### config.mk
export PLATFORM = sky130hd
export DESIGN_NAME = exc_flush_ctrl
export DESIGN_NICKNAME = d
export VERILOG_FILES = /design/src/rtl/exc_flush_ctrl.sv
export SDC_FILE = /design/constraint.sdc
export NUM_CORES = 1
export LEC_CHECK = 0
export BUFFER_PORTS_ARGS = -buffer_cell sky130_fd_sc_hd__buf_2
export CORE_MARGIN = 2
export CORE_UTILIZATION = 40
export CTS_CLUSTER_DIAMETER = 120
export CTS_CLUSTER_SIZE = 12
export DETAILED_ROUTE_END_ITERATION = 7
export PLACE_DENSITY = 0.77
export SETUP_SLACK_MARGIN = 0.4
export SLEW_MARGIN = 20
export SYNTH_ARGS = -nofsm -noshare
export SYNTH_HDL_FRONTEND = slang
export SYNTH_SLANG_ARGS = --single-unit
### constraint.sdc
create_clock -name clk -period 4.4 [get_ports clk]
set_input_delay 0 -clock clk [delete_from_list [all_inputs] [get_ports clk]]
set_output_delay 0 -clock clk [all_outputs]
set_load 0.01 [all_outputs]
### src/rtl/exc_flush_ctrl.sv
// rtl/exc_flush_ctrl.sv - exception/interrupt commit, pipeline flush and redirect sequencer
module exc_flush_ctrl #(
   parameter int DRAIN_CYCLES = 2,
   parameter int PC_W         = 32
) (
   input  logic            clk,
   input  logic            resetn,
   input  logic            wb_valid,
   input  logic [PC_W-1:0] wb_pc,
   input  logic [4:0]      wb_exc,
   input  logic            wb_ertn,
   input  logic            has_int,
   input  logic [PC_W-1:0] ex_entry,
   input  logic [PC_W-1:0] ertn_entry,
   output logic            csr_wb_ex,
   output logic            csr_ertn_flush,
   output logic [5:0]      csr_ecode,
   output logic [8:0]      csr_esubcode,
   output logic [PC_W-1:0] csr_wb_pc,
   output logic            flush_o,
   output logic            wb_stall,
   output logic            redirect_valid,
   output logic [PC_W-1:0] redirect_pc,
   input  logic            redirect_ready
);

   typedef enum logic [1:0] {
      S_IDLE     = 2'd0,
      S_COMMIT   = 2'd1,
      S_REDIRECT = 2'd2,
      S_DRAIN    = 2'd3
   } state_e;

   localparam logic [3:0] DRAIN_LOAD = 4'(DRAIN_CYCLES - 1);

   state_e          state_q, state_d;
   logic            ertn_q, ertn_d;
   logic [5:0]      ecode_q, ecode_d;
   logic [8:0]      esub_q, esub_d;
   logic [PC_W-1:0] pc_q, pc_d;
   logic [PC_W-1:0] target_q, target_d;
   logic [3:0]      cnt_q, cnt_d;

   // wb_exc bit order: {adef, sys, brk, ine, ale}; an interrupt outranks all of them
   logic exc_any;
   assign exc_any = has_int | (|wb_exc);

   // State and latched event context; reset clears everything so no stale commit survives
   always_ff @(posedge clk or negedge resetn) begin
      if (!resetn) begin
         state_q  <= S_IDLE;
         ertn_q   <= 1'b0;
         ecode_q  <= '0;
         esub_q   <= '0;
         pc_q     <= '0;
         target_q <= '0;
         cnt_q    <= '0;
      end else begin
         state_q  <= state_d;
         ertn_q   <= ertn_d;
         ecode_q  <= ecode_d;
         esub_q   <= esub_d;
         pc_q     <= pc_d;
         target_q <= target_d;
         cnt_q    <= cnt_d;
      end
   end

   // Next-state, event arbitration and state-decoded outputs
   always_comb begin
      state_d        = state_q;
      ertn_d         = ertn_q;
      ecode_d        = ecode_q;
      esub_d         = esub_q;
      pc_d           = pc_q;
      target_d       = target_q;
      cnt_d          = cnt_q;
      csr_wb_ex      = 1'b0;
      csr_ertn_flush = 1'b0;
      csr_ecode      = '0;
      csr_esubcode   = '0;
      csr_wb_pc      = '0;
      redirect_valid = 1'b0;
      redirect_pc    = '0;
      flush_o        = (state_q != S_IDLE);
      wb_stall       = (state_q != S_IDLE);

      unique case (state_q)
         S_IDLE: begin
            if (wb_valid && (exc_any || wb_ertn)) begin
               ertn_d  = !exc_any;
               esub_d  = '0;
               pc_d    = wb_pc;
               if (has_int)        ecode_d = 6'h00;
               else if (wb_exc[4]) ecode_d = 6'h08;
               else if (wb_exc[3]) ecode_d = 6'h0B;
               else if (wb_exc[2]) ecode_d = 6'h0C;
               else if (wb_exc[1]) ecode_d = 6'h0D;
               else if (wb_exc[0]) ecode_d = 6'h09;
               else                ecode_d = 6'h00;
               state_d = S_COMMIT;
            end
         end
         S_COMMIT: begin
            if (ertn_q) begin
               csr_ertn_flush = 1'b1;
               target_d       = ertn_entry;
            end else begin
               csr_wb_ex    = 1'b1;
               csr_ecode    = ecode_q;
               csr_esubcode = esub_q;
               csr_wb_pc    = pc_q;
               target_d     = ex_entry;
            end
            state_d = S_REDIRECT;
         end
         S_REDIRECT: begin
            redirect_valid = 1'b1;
            redirect_pc    = target_q;
            if (redirect_ready) begin
               cnt_d   = DRAIN_LOAD;
               state_d = S_DRAIN;
            end
         end
         S_DRAIN: begin
            if (cnt_q == 4'd0) state_d = S_IDLE;
            else               cnt_d   = cnt_q - 4'd1;
         end
         default: state_d = S_IDLE;
      endcase
   end

endmodule
==> Word level (Yosys, flattened, before mapping) <==
Index checks and enable logic that the tools add are counted.
{ "totals": {"input_bits": 107, "elab_cells": 50, "out_inout_bits": 84, "regBits": 77} }
{ "op_classes": {"n_eq_ne": 7, "muxes": 24, "reduce_logical": 11, "addsub": 1, "bitwise_logic": 1} }
{ "op_table": {"columns": ["cell", "count"], "rows": [
  ["2-to-1 mux 32 bit", 4],
  ["2-to-1 mux 4 bit", 8],
  ["2-to-1 mux 6 bit", 2],
  ["inequality test 2 bit, second input constant", 4],
  ["one-hot mux 2 bit (4 select lines)", 1],
  ["one-hot mux 4 bit (2 select lines)", 1],
  ["2-to-1 mux 2 bit", 3],
  ["AND reduction 3 bit", 2],
  ["2-to-1 mux 1 bit", 5],
  ["OR reduction 5 bit", 1],
  ["equality test 2 bit, second input constant", 2],
  ["logical NOT 4 bit", 1],
  ["nonzero test 2 bit", 2],
  ["subtractor 4 x 1 -> 4 bit, second input constant", 1],
  ["equality test 2 x 1 -> 1 bit, second input constant", 1],
  ["logical NOT 2 bit", 1],
  ["AND reduction 2 bit", 1],
  ["logical AND 1 bit", 1],
  ["logical NOT 1 bit", 1],
  ["logical OR 1 bit", 1],
  ["bitwise OR 1 bit", 1]
]} }

==> Depth between registers and ports, before layout <==
Gate-level depths: netlist of the first run.
{ "logic_depth": {"word_depth": 6, "mapped_depth": 6, "depth_no_buf": 6} }

==> Worst setup path after synthesis of the first run <==
Ideal clock, no wire load.
{ "synth_timing": {"path_kind": "reg2reg", "from": "reg cnt_q[0]", "to": "reg state_q[1]", "path_slack_ps": 2485, "setup_time_ps": 125, "path_stages_with_launch": 7, "period_less_slack_ps": 1915, "path_buffers": 0, "required_ps": 4275, "arrival_time_ps": 1790, "cell_sequence": "dfrtp_1 > inv_1 > ha_1 > or3b_1 > and2_4 > a311oi_1 > mux2_2"} }
{ "synth_between": {"elab_chain_cells": 3} }
{ "synth_rtl": {"columns": ["item", "line_no", "rtl"], "rows": [
  ["start: declaration", "42", "logic [3:0] cnt_q, cnt_d;"],
  ["start signal: assignment", "65", "cnt_q <= cnt_d;"],
  ["logical NOT 4 bit", "126", "if (cnt_q == 4'd0) state_d = S_IDLE;"],
  ["inequality test 2 bit (no source line)", null, null],
  ["AND reduction 3 bit (no source line)", null, null],
  ["end signal: assignment", "59", "state_q <= state_d;"],
  ["end: declaration", "36", "state_e state_q, state_d;"]
]} }
Every way passes these cells.
A chain may end at the register's enable or synchronous reset.

==> Final worst setup path of the first run <==
{ "layout_timing": {"from": "reg state_q[0]", "to": "reg ecode_q[2]"} }
{ "layout_between": {"elab_chain_cells": 2} }
{ "layout_rtl": {"columns": ["item", "line_no", "rtl"], "rows": [
  ["logical NOT 2 bit", "88", "unique case (state_q)"],
  ["AND reduction 2 bit (no source line)", null, null],
  ["end signal: assignment", "61", "ecode_q <= ecode_d;"],
  ["end: declaration", "38", "logic [5:0] ecode_q, ecode_d;"]
]} }
Every way passes these cells.

==> metrics.yaml, run 1 <==
crit_family: "buffers and inverters"
slew_viol_final: 0
final_layout_size_suffix_gt1_frac: 0.367
synth_most_common_cell: "dfrtp_1"
max_stage_delay_ps: 590
max_cap_violations: 0
remaining_drc_errors: 0
fin_skew_ps: 9.45
cts.sinks: 75
p_per_area_nw_per_um2: 580
antenna_found_initial: 0
initial_utilization: 0.410
yosys.area.top_type: "dfrtp_1"
ant_nets: 0
path_cells: "inv_1 -> ha_1 -> nand2_1 -> a21oi_4 -> buf_4 -> o32ai_1 -> dlygate4sd3_1"
gp_congestion: 0.743
ctsResizeCount: 0
overflow: 0
synth_area_um2: 3990
critPathKind: "reg -> reg"
path_clk_slew_ps: 80
startpoint_type: "register"
setup-tns-final_ps: 0
cp_data_arrival_time_ps: 2660
cp_max_fo: 35
synth_edf_count: 0
numCtsBuffers: 9
worstSkewPairLatency_ps: 350
period_share: 0.552
outcome: "finished, final reports clean"
finalHoldViolations: 0
r2r_slack_ps: 1970
synth_ff_type: "dfrtp_1"
track_usage: 0.213
avgRoutedWirePerCell_um: 14.6
slew_headroom: 0.298
grt_pass1_vias: 3892
yosysWarningCount: 0
syn_area_per_cell_um2: 10.8
rsz0062_at_grt: "false"
first_iter_violations: 147
p_total_uw: 3560
grt_first_pass_wirelength_um: 18500
firstDrtPassIters: 7
ys_seq_elements: 75
cts_tree: "done"
period_needed_ps: 2430
stdcell_area_um2: 6130
worst_pin_slew_ps: 1050
placed_cell_area_um2: 4920
num_rows: 36
crit_required_ps: 4630
dieArea_um2: 10800
h-tree-depth: 3
power_leakage_uw: 0.00307
hpwl_um: 6570
routed-via-count: 3718
die_h_um: 104
hold_class: "in -> reg"
clockRootBuffer: "clkbuf_8"
num_antenna_cells: 0
synthArstFlopShare: 1.00
fin_nets: 756
synthTopCellsByCount: "dfrtp_1 (75), and2_1 (69), nor2_1 (42)"
syn2layout_area_growth_pct: 53.8
grt_max_degree: 76
design.core.area_um2: 9730
synthTopCellsByArea: "dfrtp_1 (47%), and2_1 (11%), mux2_4 (10%)"
setup_viol: 0
finalWirelength_um: 11400
die_w_um: 104
end_kind: "register"
yosysTopAreaCellShare: 0.471
synth_cells: 371
cts_buffer_depth: 2
post-route-util: 0.631
ys_types: 38
path_buf_inv: 3
portBuffers: 179
critPathSlowestCell: "dlygate4sd3_1"
ioPinCount: 191
vias_per_cell: 4.76
irDropWorstVdd_mv: 0.330
yosysSeqAreaShare: 0.471
fmax_mhz: 412
[logic make-up after synthesis]
logic type | Yosys count | share of synthesized area
AOI/OAI and AO/OA | 55 | 0.0809
adders and majority gates | 5 | 0.0157
buffers and inverters | 45 | 0.0602
DFF | 75 | 0.471
muxes | 65 | 0.199
other | 1 | 0.000940
and+or+nand+nor | 125 | 0.173
[layer usage]
| metal | vias to the layer above | GRT usage | wire length, um |
|---|---|---|---|
| li1 | 1772 | - | - |
| met2 | 180 | 0.367 | 5650 |
| met4 | 0 | 0.0965 | 220 |
| met1 | 1748 | 0.252 | 4680 |
| met5 | - | 0 | 0 |
| met3 | 18 | 0.0514 | 895 |
[worst paths after layout]
check	start	end	depth (start not counted)
worst max-delay path	state_q[0]	ecode_q[2]	7
worst min-delay path	ertn_entry[28]	target_q[28]	3
worst max register to register	state_q[0]	ecode_q[2]	7
worst min register to register	cnt_q[0]	cnt_q[0]	1
max in group asynchronous	resetn	ertn_q	2
min in group asynchronous	resetn	pc_q[26]	2
[final cells by class]
cell class / instances / area (um^2)
Fill cell: 765 / 3590
Clock inverter: 5 / 30.0
Sequential cell: 75 / 1880
Clock buffer: 10 / 138
Inverter: 11 / 41.3
Timing Repair Buffer: 286 / 1960
Multi-Input combinational cell: 261 / 1920
Tap cell: 133 / 166
[flip-flops by register name, indices dropped and copies added (netlist names)]
register / cells
pc_q: 32
target_q: 32
ecode_q: 4
state_q: 2
ertn_q: 1
cnt_q: 4
[stage by stage]
| stage | setup WS [ps] | instances | hold WS, ps |
|---|---|---|---|
| finish | 1970 | 781 | 18.5 |
| global route | 1820 | 781 | 28.6 |
| CTS | 1850 | 781 | 5.17 |
| detailed placement | 2240 | 662 | 202 |
| global placement | 2360 | 662 | 188 |
| floorplan | 2490 | 381 | -296 |
[timing repair]
item / in CTS / in global routing
endpoints found under the hold margin: 144 / 0
hold buffers: 104 / 0
setup buffers: 0 / 0
[tightest hold or removal path: cells and delay by family]
kind	cells	cell delay [ps]
buffers and inverters	1	80
AO/OA/AOI/OAI	1	150
multiplexers	1	80
[cells in the final DEF (no fill, tap or decap), types with 2 or more instances in the layout]
cell,count
a21oi_1,35
a31oi_1,2
and2_1,69
buf_2,178
buf_4,4
clkbuf_8,10
clkinv_2,3
clkinvlp_4,2
conb_1,11
dfrtp_1,74
dlygate4sd3_1,104
ha_1,4
inv_1,11
mux2_2,6
mux2_4,27
mux2i_1,32
nand2_1,2
nand2b_1,2
nor2_1,42
o21ai_0,7
o32ai_1,2
[power breakdown]
part | internal (uW) | switching [uW]
Clock | 214 | 247
Combinational | 971 | 826
Sequential | 1030 | 267
Total | 2220 | 1340
Note: power is estimated with default switching activity, not from simulation.
==> run 2: changes to the inputs <==
==> constraint.sdc (replaced) <==
create_clock -name clk -period 2.3 [get_ports clk]
set_input_delay 0 -clock clk [delete_from_list [all_inputs] [get_ports clk]]
set_output_delay 0 -clock clk [all_outputs]
set_load 0.01 [all_outputs]
==> metrics.yaml, run 2 (synthesized netlist as in run 1, its figures left out) <==
grt_first_pass_wirelength_um: 19400
track_usage: 0.224
max_stage_delay_ps: 410
ant_nets: 0
grt_pass1_vias: 3934
path_cells: "inv_1 -> ha_2 -> or3b_4 -> and2_4 -> a311oi_4 -> mux2_4"
cp_data_arrival_time_ps: 2190
stdcell_area_um2: 6470
slew_headroom: 0.370
end_kind: "register"
finalHoldViolations: 0
cts_buffer_depth: 2
die_h_um: 104
gp_congestion: 0.725
dieArea_um2: 10800
period_share: 0.844
critPathKind: "reg -> reg"
crit_cells: 6
most-common-layout-cells: "buf_2 (178), dlygate4sd3_1 (107), dfrtp_1 (74)"
crit_path_end: "state_q[1]"
switchingPower_uw: 2730
rsz0062_at_grt: "true"
hold_class: "in -> reg"
slew_viol_final: 0
vias_per_cell: 4.78
r2r_slack_ps: 360
r2r_cells: 6
placed_cell_area_um2: 4970
r2r_end: "state_q[1]"
max_cap_violations: 0
comb_power_share: 0.518
h-tree-depth: 3
critPathSlowestCell: "dfrtp_1"
remaining_drc_errors: 0
antenna_found_initial: 0
fmax_mhz: 515
portBuffers: 179
initial_utilization: 0.410
worstSkewPairLatency_ps: 350
avgRoutedWirePerCell_um: 15.8
numCtsBuffers: 9
final_layout_size_suffix_gt1_frac: 0.391
setup-tns-final_ps: 0
crit_family: "simple AND/OR/NAND/NOR gates"
final_common_cell: "buf_2"
p_per_area_nw_per_um2: 1140
num_antenna_cells: 0
power_leakage_uw: 0.00323
routed-via-count: 3831
overflow: 0
setup_viol: 0
crit_start: "cnt_q[1]"
fin_nets: 775
p_total_uw: 7400
swShare: 0.369
design.core.area_um2: 9730
die_w_um: 104
p_seq_frac: 0.328
path_clk_slew_ps: 80
hpwl_um: 6510
largestRegisters: "pc_q: 32 flops, target_q: 32 flops"
period_needed_ps: 1940
clockRootBuffer: "clkbuf_8"
r2r_start: "cnt_q[1]"
syn2layout_area_growth_pct: 62.2
irDropWorstVdd_mv: 0.592
hold_start: "wb_exc[0]"
cts.sinks: 75
first_iter_violations: 159
p_int_uw: 4660
firstDrtPassIters: 4
worst_pin_slew_ps: 945
finalWirelength_um: 12700
crit_required_ps: 2550
grt_max_degree: 76
cp_max_fo: 3
fin_skew_ps: 9.46
startpoint_type: "register"
num_rows: 36
outcome: "finished, final reports clean"
cts_tree: "done"
clkPwrFrac: 0.154
path_buf_inv: 1
ioPinCount: 191
run 2: cell types whose count changed in the layout (fill, tap and decap cells not counted), sizes merged:
cell / previous run / this run
dlygate4sd3: 104 / 107
clkinvlp: 2 / 0
buf: 182 / 195
bufinv: 0 / 2
clkbuf: 10 / 12
inv: 11 / 13
run 2: worst min path at each step:
stage | endpoint | slack [ps] | cells past startpoint
floorplan | cnt_q[0] | -300 | 0
global route | ertn_q | 80 | 5
finish | ecode_q[0] | 80 | 5
global placement | pc_q[4] | 190 | 1
detailed placement | pc_q[29] | 200 | 1
CTS | ertn_q | 60 | 5
run 2: worst register-to-register path: stages (launching register included):
cell and delay (ps):
dfrtp_1 410, inv_1 70, ha_2 170, or3b_4 380
and2_4 190, a311oi_4 300, mux2_4 320
run 2: metal layers:
layer | routed length [um] | track usage | part of all wire | vias up
met5 | 0 | 0 | 0 | -
met4 | 264 | 0.0811 | 0.021 | 0
met3 | 839 | 0.0614 | 0.066 | 25
met2 | 6440 | 0.400 | 0.51 | 194
met1 | 5130 | 0.257 | 0.40 | 1804
li1 | - | - | - | 1808
run 2: timing repair:
item	in CTS	in global routing
pin swaps	1	2
endpoints found under the hold margin	145	0
setup buffers	1	7
hold buffers	107	0
setup endpoints to repair	5	82
gates cloned	0	4
resized for setup	0	12
run 2: layout make-up:
class                   instances  area [um^2]
multi-input cells             261         1950
repair buffers                305         2210
clock buffers                   9          124
clock inverters                 7          100
flip-flops and latches         75         1880
fillers                       705         3260
well taps                     133          166
inverters                      11         41.3
run 2: through the flow:
| step | setup WS, ps | cells | util | hold slack (ps) |
|---|---|---|---|---|
| after detailed placement | 332 | 666 | 0.511 | 203 |
| after floorplan | 432 | 381 | - | -296 |
| after global routing | 304 | 801 | 0.665 | 81.9 |
| after CTS | 389 | 790 | 0.645 | 62.2 |
| after global placement | 397 | 666 | 0.511 | 193 |
| final | 358 | 801 | 0.665 | 84.8 |
run 2: power by group through the flow:
| stage | logic (uW) | registers (uW) | clock network [uW] |
|---|---|---|---|
| floorplan | 2360 | 2210 | 0 |
| global placement | 3060 | 2370 | 0 |
| detailed placement | 3180 | 2390 | 0 |
| CTS | 3430 | 2390 | 1160 |
| global route | 4150 | 2510 | 1230 |
| finish | 3830 | 2430 | 1140 |
